--- src/rtl/hazard_ctrl.sv ---
// Pipeline hazard controller: load-use stalls, jump flushes, operand-forward selects, debug counters.
// Control outputs are combinational from state and inputs; counters update on the clock edge.
module hazard_ctrl #(
  parameter int REG_ADDR_W        = 5,
  parameter int LOAD_STALL_CYCLES = 2,
  parameter int FLUSH_CYCLES      = 2,
  parameter int CNT_W             = 16
) (
  input  logic                  clk,
  input  logic                  rst,
  input  logic [REG_ADDR_W-1:0] rs1_addr_id,
  input  logic [REG_ADDR_W-1:0] rs2_addr_id,
  input  logic                  rs1_used_id,
  input  logic                  rs2_used_id,
  input  logic [REG_ADDR_W-1:0] ex_rd_addr,
  input  logic                  ex_gpr_we,
  input  logic                  ex_is_load,
  input  logic [REG_ADDR_W-1:0] mem_rd_addr,
  input  logic                  mem_gpr_we,
  input  logic                  mem_is_load,
  input  logic [REG_ADDR_W-1:0] wb_rd_addr,
  input  logic                  wb_gpr_we,
  input  logic                  jump_en,
  output logic                  stall_if,
  output logic                  stall_id,
  output logic                  bubble_ex,
  output logic                  flush_if_id,
  output logic                  flush_id_ex,
  output logic [1:0]            fwd_sel_rs1,
  output logic [1:0]            fwd_sel_rs2,
  output logic [CNT_W-1:0]      stall_cnt,
  output logic [CNT_W-1:0]      flush_cnt
);

  typedef enum logic [1:0] {RUN, LSTALL, FLUSH} state_t;
  localparam int CW = 8;

  state_t          state_q, state_d;
  logic [CW-1:0]   cnt_q, cnt_d;
  logic            luh;
  logic            take_jump;
  logic            jump_acc;

  function automatic logic [1:0] fwd_sel(input logic [REG_ADDR_W-1:0] rs);
    logic [1:0] sel;
    sel = 2'd0;
    if (rs != '0) begin
      if (mem_gpr_we && !mem_is_load && mem_rd_addr == rs) sel = 2'd1;
      else if (wb_gpr_we && wb_rd_addr == rs)              sel = 2'd2;
    end
    return sel;
  endfunction

  assign luh = ex_is_load && ex_gpr_we && (ex_rd_addr != '0) &&
               ((rs1_used_id && rs1_addr_id == ex_rd_addr) ||
                (rs2_used_id && rs2_addr_id == ex_rd_addr));

  // A jump in LSTALL is honoured like one in RUN; in FLUSH it is a dead NOP and ignored.
  assign take_jump = jump_en && (state_q != FLUSH);

  always_comb begin
    state_d     = state_q;
    cnt_d       = cnt_q;
    stall_if    = 1'b0;
    stall_id    = 1'b0;
    bubble_ex   = 1'b0;
    flush_if_id = 1'b0;
    flush_id_ex = 1'b0;
    jump_acc    = 1'b0;
    fwd_sel_rs1 = fwd_sel(rs1_addr_id);
    fwd_sel_rs2 = fwd_sel(rs2_addr_id);

    if (take_jump) begin
      flush_if_id = 1'b1;
      flush_id_ex = 1'b1;
      jump_acc    = 1'b1;
      state_d     = RUN;
      if (FLUSH_CYCLES > 1) begin
        cnt_d   = CW'(FLUSH_CYCLES - 2);
        state_d = FLUSH;
      end
    end else begin
      case (state_q)
        RUN: begin
          if (luh) begin
            stall_if  = 1'b1;
            stall_id  = 1'b1;
            bubble_ex = 1'b1;
            if (LOAD_STALL_CYCLES > 1) begin
              cnt_d   = CW'(LOAD_STALL_CYCLES - 2);
              state_d = LSTALL;
            end
          end
        end
        LSTALL: begin
          stall_if  = 1'b1;
          stall_id  = 1'b1;
          bubble_ex = 1'b1;
          if (cnt_q == '0) state_d = RUN;
          else             cnt_d   = cnt_q - 1'b1;
        end
        FLUSH: begin
          flush_if_id = 1'b1;
          if (cnt_q == '0) state_d = RUN;
          else             cnt_d   = cnt_q - 1'b1;
        end
        default: state_d = RUN;
      endcase
    end

    if (rst) begin
      stall_if    = 1'b0;
      stall_id    = 1'b0;
      bubble_ex   = 1'b0;
      flush_if_id = 1'b0;
      flush_id_ex = 1'b0;
      fwd_sel_rs1 = 2'd0;
      fwd_sel_rs2 = 2'd0;
      jump_acc    = 1'b0;
    end
  end

  always_ff @(posedge clk) begin
    if (rst) begin
      state_q   <= RUN;
      cnt_q     <= '0;
      stall_cnt <= '0;
      flush_cnt <= '0;
    end else begin
      state_q <= state_d;
      cnt_q   <= cnt_d;
      if (stall_if && stall_cnt != '1) stall_cnt <= stall_cnt + 1'b1;
      if (jump_acc && flush_cnt != '1) flush_cnt <= flush_cnt + 1'b1;
    end
  end

endmodule

--- config.mk ---
export PLATFORM = sky130hd
export DESIGN_NAME = hazard_ctrl
export DESIGN_NICKNAME = d
export VERILOG_FILES = /design/src/rtl/hazard_ctrl.sv
export SDC_FILE = /design/constraint.sdc
export NUM_CORES = 1
export LEC_CHECK = 0
export CORE_ASPECT_RATIO = 0.5
export CORE_MARGIN = 1.5
export CORE_UTILIZATION = 48
export CTS_CLUSTER_DIAMETER = 60
export DETAILED_ROUTE_END_ITERATION = 6
export PLACE_DENSITY = 0.82
export SYNTH_ARGS = -nofsm -noshare
export SYNTH_HDL_FRONTEND = slang
export SYNTH_SLANG_ARGS = --single-unit
--- constraint.sdc ---
create_clock -name clk -period 2.73 [get_ports clk]
set_input_delay 0.546 -clock clk [delete_from_list [all_inputs] [get_ports clk]]
set_output_delay 0.546 -clock clk [all_outputs]
set_load 0.02 [all_outputs]
==> metrics.csv <==
stage,metric,value,unit
final_layout,Nets,454,
global_routing,vias in the first global route,2721,
sta,Worst-Margin Slew,0.778,ns
clock_tree,clock latency on the worst-skew pair,0.30,ns
global_routing,global route overflow,0,
critical_path,crit-path max FO,3,
sta,fin crit share,0.984,
critical_path,CP Class,primary input to primary output,
clock_tree,cts bufs inserted,5,
floorplanning,Core Area,5070,um2
sta,Post-Route Skew,0.00631,ns
final_layout,Layout Cells excl Fill,483,
place,GPL Wtd Cong,0.835,
floorplanning,DIE HEIGHT,55.0,um
sta,crit path time final,2.69,ns
global_routing,initial antenna violation count,0,
final_layout,Filler cells,387,
sta,Setup Viol. Count Final,0,
yosys,post-synthesis cell area,2600,um2
power,Power Dens Cells,376,nW/um2
clock_tree,hold_buf cts,0,
yosys,Post-synth EDFFs,0,
clock_tree,root buffer cell,clkbuf_8,
sta,unrepaired setup endpoints after global routing,no,
route,Vias,2800,
floorplanning,initial core utilization,0.513,
clock_tree,Longest Clk Path Bufs,2,
yosys,syn nets,352,
critical_path,Worst setup EP type,primary output,
yosys,"Avg Cell Area, Syn",8.39,um2
clock_tree,clk sinks,42,
final_layout,Post-Route Utilization,0.731,
sta,Final Hold Fails,0,
floorplanning,DIE AREA,5890,um2
power,VDD IR-drop max,0.229,mV
route,final WL,7720,um
final_layout,share of cells above drive strength 1,0.150,
floorplanning,IO Count,76,
yosys,"Seq/Total Area, Yosys",0.323,
sta,Min Hold Slack,0.493,ns
global_routing,GRT Total Usage,0.276,
critical_path,type of origin of the critical path,primary input,
route,drt drc,0,
clock_tree,number of H-tree levels,2,
global_routing,first-pass GRT wire length,12500,um
floorplanning,DIE WIDTH,107,um
min_path,worst hold stages,2,
place,HPWL Detailed,5970,um
yosys,Synth Instances,310,
run_status,outcome,completed,
route,WL/cell,16.0,um
sta,worst rel slew slack,0.477,
yosys,ys async rst share,0,
min_path,type of the worst min-delay path,register to register,
route,Via density,5.80,
critical_path,worst-path cell chain,"clkdlybuf4s50_1, or4_1, nor2_2, nor3_1, and3_1, buf_2",
yosys,"flops & latches, synth",42,
sta,Fmax,372,MHz
final_layout,P&R area growth vs syn,42.4,%
clock_tree,post-CTS setup buffers,0,
critical_path,Crit-path slowest cell,or4_1,
critical_path,R2R Setup Slk,0.40,ns
flow_run,Max Cap Viol,0,
sta,final worst slack,0.0437,ns
critical_path,Worst path max stage delay,0.56,ns
yosys,total of warnings raised by yosys,0,
yosys,Synth Flop Type,dfxtp_1,
critical_path,R2R cell count,8,
yosys,number of library cell types mapped by synthesis,50,
clock_tree,CTS tree,built,
power,leakage power,1.38,nW
place,Setup Slack @ Placement,-0.472,ns
global_routing,largest net degree at the start of global routing,31,
sta,setup tns final,0,ns
clock_tree,"CTS clk-pin slew, worst paths",0.08,ns
critical_path,CP required,2.18,ns
place,Placed Cells,475,
critical_path,Arrival @ worst endpoint,2.14,ns
place,PortBufs,75,
floorplanning,Placement Rows,18,
route,1st-pass router iterations,4,
route,initial drt markers,107,
sta,max-slew violations,0,
final_layout,Antenna diodes,0,
route,"antenna viol nets, final",0,
cells in the mapped netlist (2+ instances only):
master	instances	share of area
ha_1	7	0.034
a21oi_1	24	0.046
nand2_1	20	0.029
or4_1	6	0.017
a21oi_2	3	0.010
nor3_1	7	0.013
nor4_1	5	0.012
xnor2_1	17	0.057
o31ai_1	5	0.014
clkbuf_1	4	0.0058
o31a_1	2	0.0067
or3_1	19	0.046
a21o_1	2	0.0058
xor2_1	23	0.077
and4_1	5	0.017
and3_1	6	0.014
o21bai_1	2	0.0058
nand3_1	14	0.027
and2_1	2	0.0048
o21ai_0	11	0.021
o41ai_1	6	0.020
o311ai_0	2	0.0067
nand4_1	9	0.022
nand4b_1	2	0.0067
buf_4	2	0.0058
nor2_1	22	0.032
dfxtp_1	42	0.32
inv_1	13	0.019
o21ai_1	7	0.013
logic make-up after synthesis:
family	after synthesis	synth area share
fa+ha+maj	7	0.0337
xor+xnor	40	0.135
flops	42	0.323
buf+inv	22	0.0443
simple gates	124	0.263
mux	1	0.00385
compound gates	74	0.197
what timing repair did:
| action | 4_1_cts | 5_1_grt |
|---|---|---|
| setup endpoints to repair | 7 | 8 |
| resized for setup | 37 | 10 |
| pin swaps | 5 | 2 |
state kept, by name (all words and copies together) (netlist names):
register and cells:
cnt_q 8, state_q 2, flush_cnt 16, stall_cnt 16
per-layer routing:
metal	part of all wire	track usage
met3	0.044	0.0656
met1	0.42	0.299
met2	0.51	0.531
met5	0	0
met4	0.029	0.140
cells in the final DEF, fill, tap and decap left out, types with 9 or more instances in the layout:
cell type / instances
xnor2_1: 17
xor2_1: 23
buf_4: 31
a21oi_1: 23
nor2_1: 19
o21ai_0: 11
dfxtp_1: 42
nand3_1: 14
nand4_1: 9
inv_1: 13
nand2_1: 20
or3_1: 19
clkdlybuf4s50_1: 59
final cells by class:
type                            instances  area, um2  share of cell area
Tap cell                               70       87.6              0.0236
Inverter                               13       48.8              0.0132
Multi-Input combinational cell        246       1670               0.452
Clock inverter                          3       21.3             0.00574
Timing Repair Buffer                  104        963               0.260
Sequential cell                        42        841               0.227
Clock buffer                            5       68.8              0.0186
worst max-delay path, delay by kind of cell:
kind,cells,cell delay [ns]
buffers and inverters,2,0.65
AND/OR/NAND/NOR,4,0.96
path summary, 6_finish.rpt:
| check | start | to |
|---|---|---|
| worst max register to register | state_q[1]$_SDFFE_PP0P_ | cnt_q[7]$_SDFFE_PP0P_ |
| worst min register to register | cnt_q[4]$_SDFFE_PP0P_ | cnt_q[4]$_SDFFE_PP0P_ |
| worst min-delay path | cnt_q[4]$_SDFFE_PP0P_ | cnt_q[4]$_SDFFE_PP0P_ |
| worst max-delay path | rs2_addr_id[2] | fwd_sel_rs2[1] |
report_power, final:
part	leakage, nW	total (mW)	switching [mW]	internal, mW
clock	0.0441	0.413	0.234	0.180
sequential	0.339	0.642	0.0153	0.627
combinational	0.994	0.337	0.175	0.162
total	1.38	1.39	0.424	0.969
metrics by stage:
step,cell area [um2],power (mW)
2_1_floorplan,2600,0.829
3_3_place_gp,3600,0.966
3_5_place_dp,3600,0.984
4_1_cts,3690,1.39
6_report,3700,1.39
5_1_grt,3700,1.46
Note: power is estimated with default switching activity, not from simulation.
